==> src/rtl/rgb_mixer_pkg.sv <==
// Shared types and palette for the RGB mixer: fade-sequencer state encoding
// and the four-colour auto-mode palette.
package rgb_mixer_pkg;

  typedef enum logic [1:0] {
    MANUAL = 2'd0,
    FADE   = 2'd1,
    HOLD   = 2'd2
  } state_e;

  // Each palette entry is a per-channel full/off mask; the top level expands a
  // set bit to an all-ones level of whatever WIDTH it is built with.
  function automatic logic [2:0] palette_mask(input logic [1:0] idx);
    logic [2:0] m;
    case (idx)
      2'd0:    m = 3'b001;
      2'd1:    m = 3'b010;
      2'd2:    m = 3'b100;
      default: m = 3'b111;
    endcase
    return m;
  endfunction

endpackage

==> src/rtl/fade_channel.sv <==
// One colour channel: holds the level register and moves it one step toward
// its target when asked, or loads a pass-through value.
module fade_channel
  import rgb_mixer_pkg::*;
#(
  parameter int WIDTH = 8
) (
  input  logic             clk,
  input  logic             reset,
  input  logic             load,
  input  logic [WIDTH-1:0] load_val,
  input  logic             step,
  input  logic [WIDTH-1:0] target,
  output logic [WIDTH-1:0] level,
  output logic             at_next_target
);

  logic [WIDTH-1:0] level_q;
  logic [WIDTH-1:0] level_d;

  // Moving only toward an in-range target keeps the level in range without clamping.
  always_comb begin
    level_d = level_q;
    if (level_q < target)      level_d = level_q + WIDTH'(1);
    else if (level_q > target) level_d = level_q - WIDTH'(1);
  end

  assign at_next_target = (level_d == target);
  assign level          = level_q;

  always_ff @(posedge clk) begin
    if (reset)     level_q <= '0;
    else if (load) level_q <= load_val;
    else if (step) level_q <= level_d;
  end

endmodule

==> src/rtl/rgb_fade_sequencer.sv <==
// Chooses the PWM levels for the three RGB channels: manual pass-through of the
// encoder values, or an automatic fade/hold walk around the colour palette.
module rgb_fade_sequencer
  import rgb_mixer_pkg::*;
#(
  parameter int WIDTH      = 8,
  parameter int TICK_DIV   = 1024,
  parameter int HOLD_STEPS = 64
) (
  input  logic             clk,
  input  logic             reset,
  input  logic             mode_toggle,
  input  logic [WIDTH-1:0] manual0,
  input  logic [WIDTH-1:0] manual1,
  input  logic [WIDTH-1:0] manual2,
  output logic [WIDTH-1:0] level0,
  output logic [WIDTH-1:0] level1,
  output logic [WIDTH-1:0] level2,
  output logic             auto_mode,
  output logic             busy,
  output logic [1:0]       color_idx
);

  localparam int PW = $clog2(TICK_DIV);
  localparam int HW = $clog2(HOLD_STEPS + 1);

  state_e        state_q;
  logic          toggle_q;
  logic [PW-1:0] presc_q;
  logic [HW-1:0] hold_q;
  logic [HW-1:0] hold_d;
  logic [1:0]    color_q;
  logic          auto_q;
  logic          busy_q;

  logic          edge_w;
  logic          tick_w;
  logic          load_w;
  logic          step_w;
  logic [2:0]    mask_w;
  logic [2:0]    at_w;

  assign edge_w = mode_toggle & ~toggle_q;
  assign tick_w = (presc_q == PW'(TICK_DIV - 1));
  assign hold_d = hold_q + HW'(1);
  assign mask_w = palette_mask(color_q);

  // An edge wins over a coincident tick, so no load or step happens on that cycle.
  assign load_w = (state_q == MANUAL) & ~edge_w;
  assign step_w = (state_q == FADE) & tick_w & ~edge_w;

  fade_channel #(.WIDTH(WIDTH)) u_ch0 (
    .clk(clk), .reset(reset), .load(load_w), .load_val(manual0), .step(step_w),
    .target({WIDTH{mask_w[0]}}), .level(level0), .at_next_target(at_w[0])
  );
  fade_channel #(.WIDTH(WIDTH)) u_ch1 (
    .clk(clk), .reset(reset), .load(load_w), .load_val(manual1), .step(step_w),
    .target({WIDTH{mask_w[1]}}), .level(level1), .at_next_target(at_w[1])
  );
  fade_channel #(.WIDTH(WIDTH)) u_ch2 (
    .clk(clk), .reset(reset), .load(load_w), .load_val(manual2), .step(step_w),
    .target({WIDTH{mask_w[2]}}), .level(level2), .at_next_target(at_w[2])
  );

  always_ff @(posedge clk) begin
    if (reset) begin
      state_q  <= MANUAL;
      toggle_q <= 1'b1;
      presc_q  <= '0;
      hold_q   <= '0;
      color_q  <= 2'd0;
      auto_q   <= 1'b0;
      busy_q   <= 1'b0;
    end else begin
      toggle_q <= mode_toggle;
      presc_q  <= tick_w ? '0 : presc_q + PW'(1);
      case (state_q)
        MANUAL: begin
          if (edge_w) begin
            state_q <= FADE;
            presc_q <= '0;
            auto_q  <= 1'b1;
            busy_q  <= 1'b1;
          end
        end
        FADE: begin
          if (edge_w) begin
            state_q <= MANUAL;
            auto_q  <= 1'b0;
            busy_q  <= 1'b0;
          end else if (tick_w && (&at_w)) begin
            state_q <= HOLD;
            hold_q  <= '0;
            busy_q  <= 1'b0;
          end
        end
        HOLD: begin
          if (edge_w) begin
            state_q <= MANUAL;
            auto_q  <= 1'b0;
            busy_q  <= 1'b0;
          end else if (tick_w) begin
            hold_q <= hold_d;
            if (hold_d == HW'(HOLD_STEPS)) begin
              color_q <= color_q + 2'd1;
              state_q <= FADE;
              busy_q  <= 1'b1;
            end
          end
        end
        default: begin
          state_q <= MANUAL;
          auto_q  <= 1'b0;
          busy_q  <= 1'b0;
        end
      endcase
    end
  end

  assign auto_mode = auto_q;
  assign busy      = busy_q;
  assign color_idx = color_q;

endmodule

==> config.mk <==
export PLATFORM = sky130hd
export DESIGN_NAME = rgb_fade_sequencer
export DESIGN_NICKNAME = d
export VERILOG_FILES = /design/src/rtl/rgb_mixer_pkg.sv /design/src/rtl/fade_channel.sv /design/src/rtl/rgb_fade_sequencer.sv
export SDC_FILE = /design/constraint.sdc
export NUM_CORES = 1
export LEC_CHECK = 0
export CAP_MARGIN = 5
export CORE_ASPECT_RATIO = 1.5
export CORE_MARGIN = 8
export CORE_UTILIZATION = 24
export CTS_CLUSTER_SIZE = 20
export DETAILED_ROUTE_END_ITERATION = 6
export GPL_TIMING_DRIVEN = 0
export PLACE_DENSITY = 0.47
export SETUP_SLACK_MARGIN = 0.2
export SLEW_MARGIN = 20
export SYNTH_ARGS = -nofsm -noshare
export SYNTH_HDL_FRONTEND = slang
export SYNTH_HIERARCHICAL = 1
export SYNTH_SLANG_ARGS = --single-unit
==> constraint.sdc <==
create_clock -name clk -period 6.55 [get_ports clk]
set_input_delay 0.9825 -clock clk [delete_from_list [all_inputs] [get_ports clk]]
set_output_delay 0.9825 -clock clk [all_outputs]
set_load 0.02 [all_outputs]
After elaboration in Yosys (flattened, before gate mapping)
Index checks and enable logic that the tools add are counted.
{ "classes": {"magnitude_cmp": 6, "bitwise_logic": 6, "reduce_logical": 11, "n_eq_ne": 18, "addsub": 9, "mux": 37} }
{ "ops": {"columns": ["op", "count"], "rows": [
  ["$mux W8", 12],
  ["$mux W10", 3],
  ["$mux W7", 4],
  ["$add A8 B1 Y8 const B", 3],
  ["$eq A8 B8 Y1", 3],
  ["$gt A8 B8 Y1", 3],
  ["$lt A8 B8 Y1", 3],
  ["$sub A8 B1 Y8 const B", 3],
  ["$pmux W7 S2", 1],
  ["$mux W2", 6],
  ["$add A10 B1 Y10 const B", 1],
  ["$eq A10 B10 Y1 const B", 1],
  ["$pmux W3 S3", 1],
  ["$ne A2 B2 Y1 const B", 4],
  ["$reduce_and A4 Y1", 2],
  ["$add A7 B1 Y7 const B", 1],
  ["$eq A7 B7 Y1 const B", 1],
  ["$mux W1", 7],
  ["$ne A3 B3 Y1 const B", 2],
  ["$pmux W2 S3", 1],
  ["$reduce_and A5 Y1", 1],
  ["$and A1 B1 Y1", 4],
  ["$eq A2 B1 Y1 const B", 2],
  ["$eq A2 B2 Y1 const B", 2],
  ["12 further kinds", 16]
]} }
{ "totals": {"inputBits": 27, "elab_cells": 97, "ff_bits": 48, "out_inout_bits": 28} }

Longest topological paths before layout
{ "depth": {"depth_word": 11, "ltp_mapped": 20, "ltp_nobuf": 18} }

Modules after synthesis
The synthesis kept the hierarchy.
{ "modules_own_cells": {"columns": ["mod", "cells_per_inst", "instances", "area_per_inst_um2", "seq_area_each_um2"], "rows": [
  ["fade_channel", 147, 3, 1147.4, 160.2],
  ["rgb_fade_sequencer", 161, 1, 1343.8, 480.5]
]} }

Least setup slack after synthesis
Ideal clock, no wire load.
{ "synth_timing": {"path_type": "register to register", "start": "register color_q[0], in the netlist color_idx[0]", "end": "register hold_q[3]", "required_time_ns": 6.436, "setup_time_ns": 0.114, "arrival_ns": 3.858, "setup_slack_ns": 2.578, "period_less_slack_ns": 3.972, "path_stages_with_launch": 19, "n_path_buf": 1, "path_cell_list": "dfxtp_1 > inv_1 > ha_1 > inv_1 > ha_1 > nor2b_4 > o211ai_2 > a21o_2 > a2111oi_2 > nor2_1 > xnor2_1 > nor4_2 > and3_1 > mux2i_1 > or3_1 > buf_6 > a21o_1 > a21oi_1 > nor2_1"} }
{ "synth_via": {"elab_chain_len": 10, "word_cells_on_any_way": 23, "classes_between": "6 x order compare; 6 x eq/ne; 7 x mux; 4 x reduce/logical"} }
{ "synth_lines": {"columns": ["item", "line_no", "rtl"], "rows": [
  ["start: declaration", "rgb_fade_sequencer.sv:32", "logic [1:0] color_q;"],
  ["start signal: assignment", "rgb_fade_sequencer.sv:105", "color_q <= color_q + 2'd1;"],
  ["$eq A2 B2 Y1 (tied with other cells)", "rgb_mixer_pkg.sv:15", "case (idx)"],
  ["$pmux W3 S3 *", "rgb_mixer_pkg.sv:15", null],
  ["named net mask_w[0]", "rgb_fade_sequencer.sv:40", "logic [2:0] mask_w;"],
  ["$gt A8 B8 Y1", "fade_channel.sv:25", "else if (level_q > target) level_d = level_q - WIDTH'(1);"],
  ["$mux W8", "fade_channel.sv:25", null],
  ["$mux W8", "fade_channel.sv:24", "if (level_q < target) level_d = level_q + WIDTH'(1);"],
  ["$eq A8 B8 Y1 *", "fade_channel.sv:28", "assign at_next_target = (level_d == target);"],
  ["named net at_w[0]", "rgb_fade_sequencer.sv:41", "logic [2:0] at_w;"],
  ["$reduce_and A3 Y1 *", "rgb_fade_sequencer.sv:91", "end else if (tick_w && (&at_w)) begin"],
  ["$logic_and A1 B1 Y1 *", "rgb_fade_sequencer.sv:91", null],
  ["$ne A2 B1 Y1 (no source line) *", null, null],
  ["$reduce_and A5 Y1 (no source line) *", null, null],
  ["end signal: assignment", "rgb_fade_sequencer.sv:103", "hold_q <= hold_d;"],
  ["end: declaration", "rgb_fade_sequencer.sv:30", "logic [HW-1:0] hold_q;"]
]} }
Mark *: on every way through the listed nets, which the timed path passes. The rest lies on a longest branch.
A chain may end at the register's enable or synchronous reset.

Final worst setup path
{ "layout_timing": {"start": "register color_q[0], in the netlist color_idx[0]", "end": "register hold_q[4]"} }
The elaborated chain is that of the path after synthesis.

==> results by group <==
Run status
  – Outcome: complete, no violations

Floorplanning
  – Row count: between 60 and 70
  – Starting Density: 0.243
  – Num ports: 55
  – Die Ht: roughly 190 µm
  – Die width: approximately 130 µm
  – Core area: just under 20,000 µm²
  – Die ar.: roughly 25,000 µm²

Clock tree
  – Clk sinks: 48
  – Number of hold buffers added after cts: 0
  – Clk Latency, worst-skew pair: between 0.3 and 0.4 ns
  – Post-CTS setup buffers: 0
  – Clock-pin slew on the worst setup and hold paths: roughly 0.07 ns
  – H-Tree Depth: 2
  – TritonCTS clock tree: yes
  – PostCTS Resize Cnt: 0
  – Clock root buffer: clkbuf_16
  – CTS buffer count: 5
  – Max Root-Sink Buffers: 2

Synthesis
  – Register area share after synthesis: 0.201
  – Net Count, Synth: roughly 670
  – Fraction of registers with async set/reset: 0
  – Ys flop type: dfxtp_1
  – EDFF count, synth: 0
  – Synth unique cells: 57
  – Synth warn: 6
  – Mapped Cells: about 600
  – Mapped Avg Cell Area: 7.95 µm²
  – Post-synthesis register bit count: 48
  – Mapped Area: 4790 µm²

GRT
  – First-pass GRT wire length: between 20,000 and 25,000 µm
  – All-Layer GR Usage: 0.114
  – Initial antenna violation count: 0
  – Vias in the first global route: 4,433
  – Largest net degree at the start of global routing: 28
  – Gr ovfl total: 0

Cells and area
  – Layout overhead on the synthesized area: 21.6%
  – # nets final: 729
  – Antenna cell count: 0
  – Share of layout cells above drive strength 1: 0.130
  – Commonest non-fill, non-tap cell in the layout: nor2_1
  – Most frequent cells in the layout: 56 x nor2_1, 53 x clkdlybuf4s50_1, 48 x dfxtp_1

Worst setup path
  – Worst setup EP type: register
  – Crit path kind: reg -> reg
  – Crit Path Max Fanout: 16
  – Worst Path Required: between 6 and 7 ns
  – WP data arrival: slightly below 5 ns
  – Crit start category: register
  – R2R cell count: 18

Detailed routing
  – First-pass detailed-route iteration total: 4
  – Routed vias: about 4,500
  – DR iter-0 viols: 195
  – WL/cell: 15.6 µm
  – Final antenna-violating net count: 0
  – Total Wirelength: roughly 14,000 µm
  – DR DRC count: 0
  – Vias/cell: 4.87

STA
  – Fin. max-slew vios: 0
  – Final hold vios: 0
  – Headroom to the max-slew limit: 0.448
  – Minimum period implied by the final worst setup slack: roughly 4.6 ns
  – Final clock skew: 0.0114 ns
  – Fin Setup TNS: 0 ns
  – Final period util: 0.707
  – Min Hold Slack: between 0.4 and 0.5 ns
  – Setup violations, final: 0
  – Unrepaired setup endpoints after global routing: no
  – Worst-Margin Slew: a little over 0.8 ns
  – Max Clk Rate: between 0.2 and 0.25 GHz

Power
  – Peak VDD IR: approximately 0.10 mV
  – Pwr/cell area: around 310 nW/µm²
  – P_leak: ~2.1 nW

Place
  – Dpl hpwl: between 10,000 and 15,000 µm
  – Placer Congestion: about 0.8
  – PortBufs: 53

Job
  – Maxcap violations: 0

Hold path
  – Hold WC Path Type: reg -> reg
  – Hold path depth: 1
[cell families (layout without fill, tap and decap cells)]
logic type	count (synthesis)	after routing	share of synthesized area
buffers and inverters	61	122	0.0609
and+or+nand+nor	227	227	0.254
xor gates and xnor gates	54	54	0.0988
adders and majority gates	40	40	0.105
AOI/OAI and AO/OA	164	164	0.264
DFF	48	48	0.201
muxes	8	8	0.0170
[cell type report]
type,instances,area (µm²)
timing repair buffer,53,531
tap,260,325
clock buffer,5,125
sequential,48,961
multi-input combinational,493,3540
inverter,36,135
buffer,25,156
fill,2178,13900
clock inverter,3,46.3
[worst max-delay path: stages, from the launching register on]
cell	delay, ns
dfxtp_1	0.48
inv_1	0.08
ha_1	0.76
inv_1	0.17
ha_1	0.34
nor2b_4	0.14
o211ai_2	0.11
a21oi_2	0.41
o211ai_1	0.20
a211oi_1	0.29
nand4_1	0.16
nor4_2	0.19
and3_1	0.30
mux2i_1	0.10
or3_1	0.33
buf_6	0.15
a21o_1	0.14
a21oi_1	0.13
nor2_1	0.05
[flip-flops by register name, summed over array words and instances, names as in the netlist]
signal and flops:
auto_mode 1, busy 1, color_idx 2, hold_q 7, presc_q 10, state_q 2, toggle_q 1, u_ch0/level 8
u_ch1/level 8, u_ch2/level 8
[metrics by stage]
step | total power, mW | std cells | util | setup slack [ns] | cell area [µm²]
3_3_place_gp | 1.50 | 915 | 0.286 | 1.86 | 5640
5_1_grt | 1.96 | 923 | 0.295 | 1.50 | 5820
2_1_floorplan | 1.19 | 602 | - | 2.58 | 4790
3_5_place_dp | 1.50 | 915 | 0.287 | 1.88 | 5650
6_report | 1.82 | 923 | 0.295 | 1.92 | 5820
4_1_cts | 1.84 | 923 | 0.295 | 1.86 | 5820
[cells in the mapped netlist, types with 4 or more instances]
library cell | n | area share
a211oi_1 | 19 | 0.030
a211oi_2 | 10 | 0.026
a21boi_1 | 6 | 0.0094
a21o_1 | 4 | 0.0063
a21oi_1 | 39 | 0.041
a21oi_2 | 9 | 0.016
and2_0 | 4 | 0.0052
and3_1 | 14 | 0.018
buf_6 | 5 | 0.012
clkbuf_1 | 10 | 0.0078
dfxtp_1 | 48 | 0.20
ha_1 | 40 | 0.10
inv_1 | 36 | 0.028
mux2i_1 | 7 | 0.015
nand2_1 | 41 | 0.032
nand3_1 | 23 | 0.024
nand4_1 | 13 | 0.017
nand4_2 | 4 | 0.010
nor2_1 | 57 | 0.045
nor2b_1 | 5 | 0.0065
nor3_1 | 25 | 0.026
nor3_2 | 6 | 0.013
o2111a_1 | 6 | 0.014
o211ai_1 | 10 | 0.016
o211ai_2 | 6 | 0.016
o21ai_0 | 9 | 0.0094
o21ai_1 | 24 | 0.025
or2_2 | 7 | 0.0091
or3_1 | 8 | 0.010
xnor2_1 | 35 | 0.064
xor2_1 | 19 | 0.035
[report_power, final]
part	switching, mW	internal, mW	total [mW]
clock	0.140	0.182	0.322
combinational	0.625	0.434	1.06
sequential	0.0932	0.344	0.437
total	0.858	0.960	1.82
[path summary, 6_finish.rpt]
check,startpoint,to,slack [ns]
min,busy$_SDFFE_PP0P_,busy$_SDFFE_PP0P_,0.47
max reg2reg,color_idx[0]$_SDFFE_PP0P_,hold_q[4]$_SDFFE_PP0P_,1.92
max,color_idx[0]$_SDFFE_PP0P_,hold_q[4]$_SDFFE_PP0P_,1.92
min reg2reg,busy$_SDFFE_PP0P_,busy$_SDFFE_PP0P_,0.47
[metal layers]
layer,part of all wire,vias to the layer above,global-route usage
met1,0.42,2106,0.124
met3,0.037,20,0.0241
met4,0.023,0,0.0408
met5,0,-,0
met2,0.52,73,0.213
li1,-,2300,-
(Power assumes the default switching activity.)
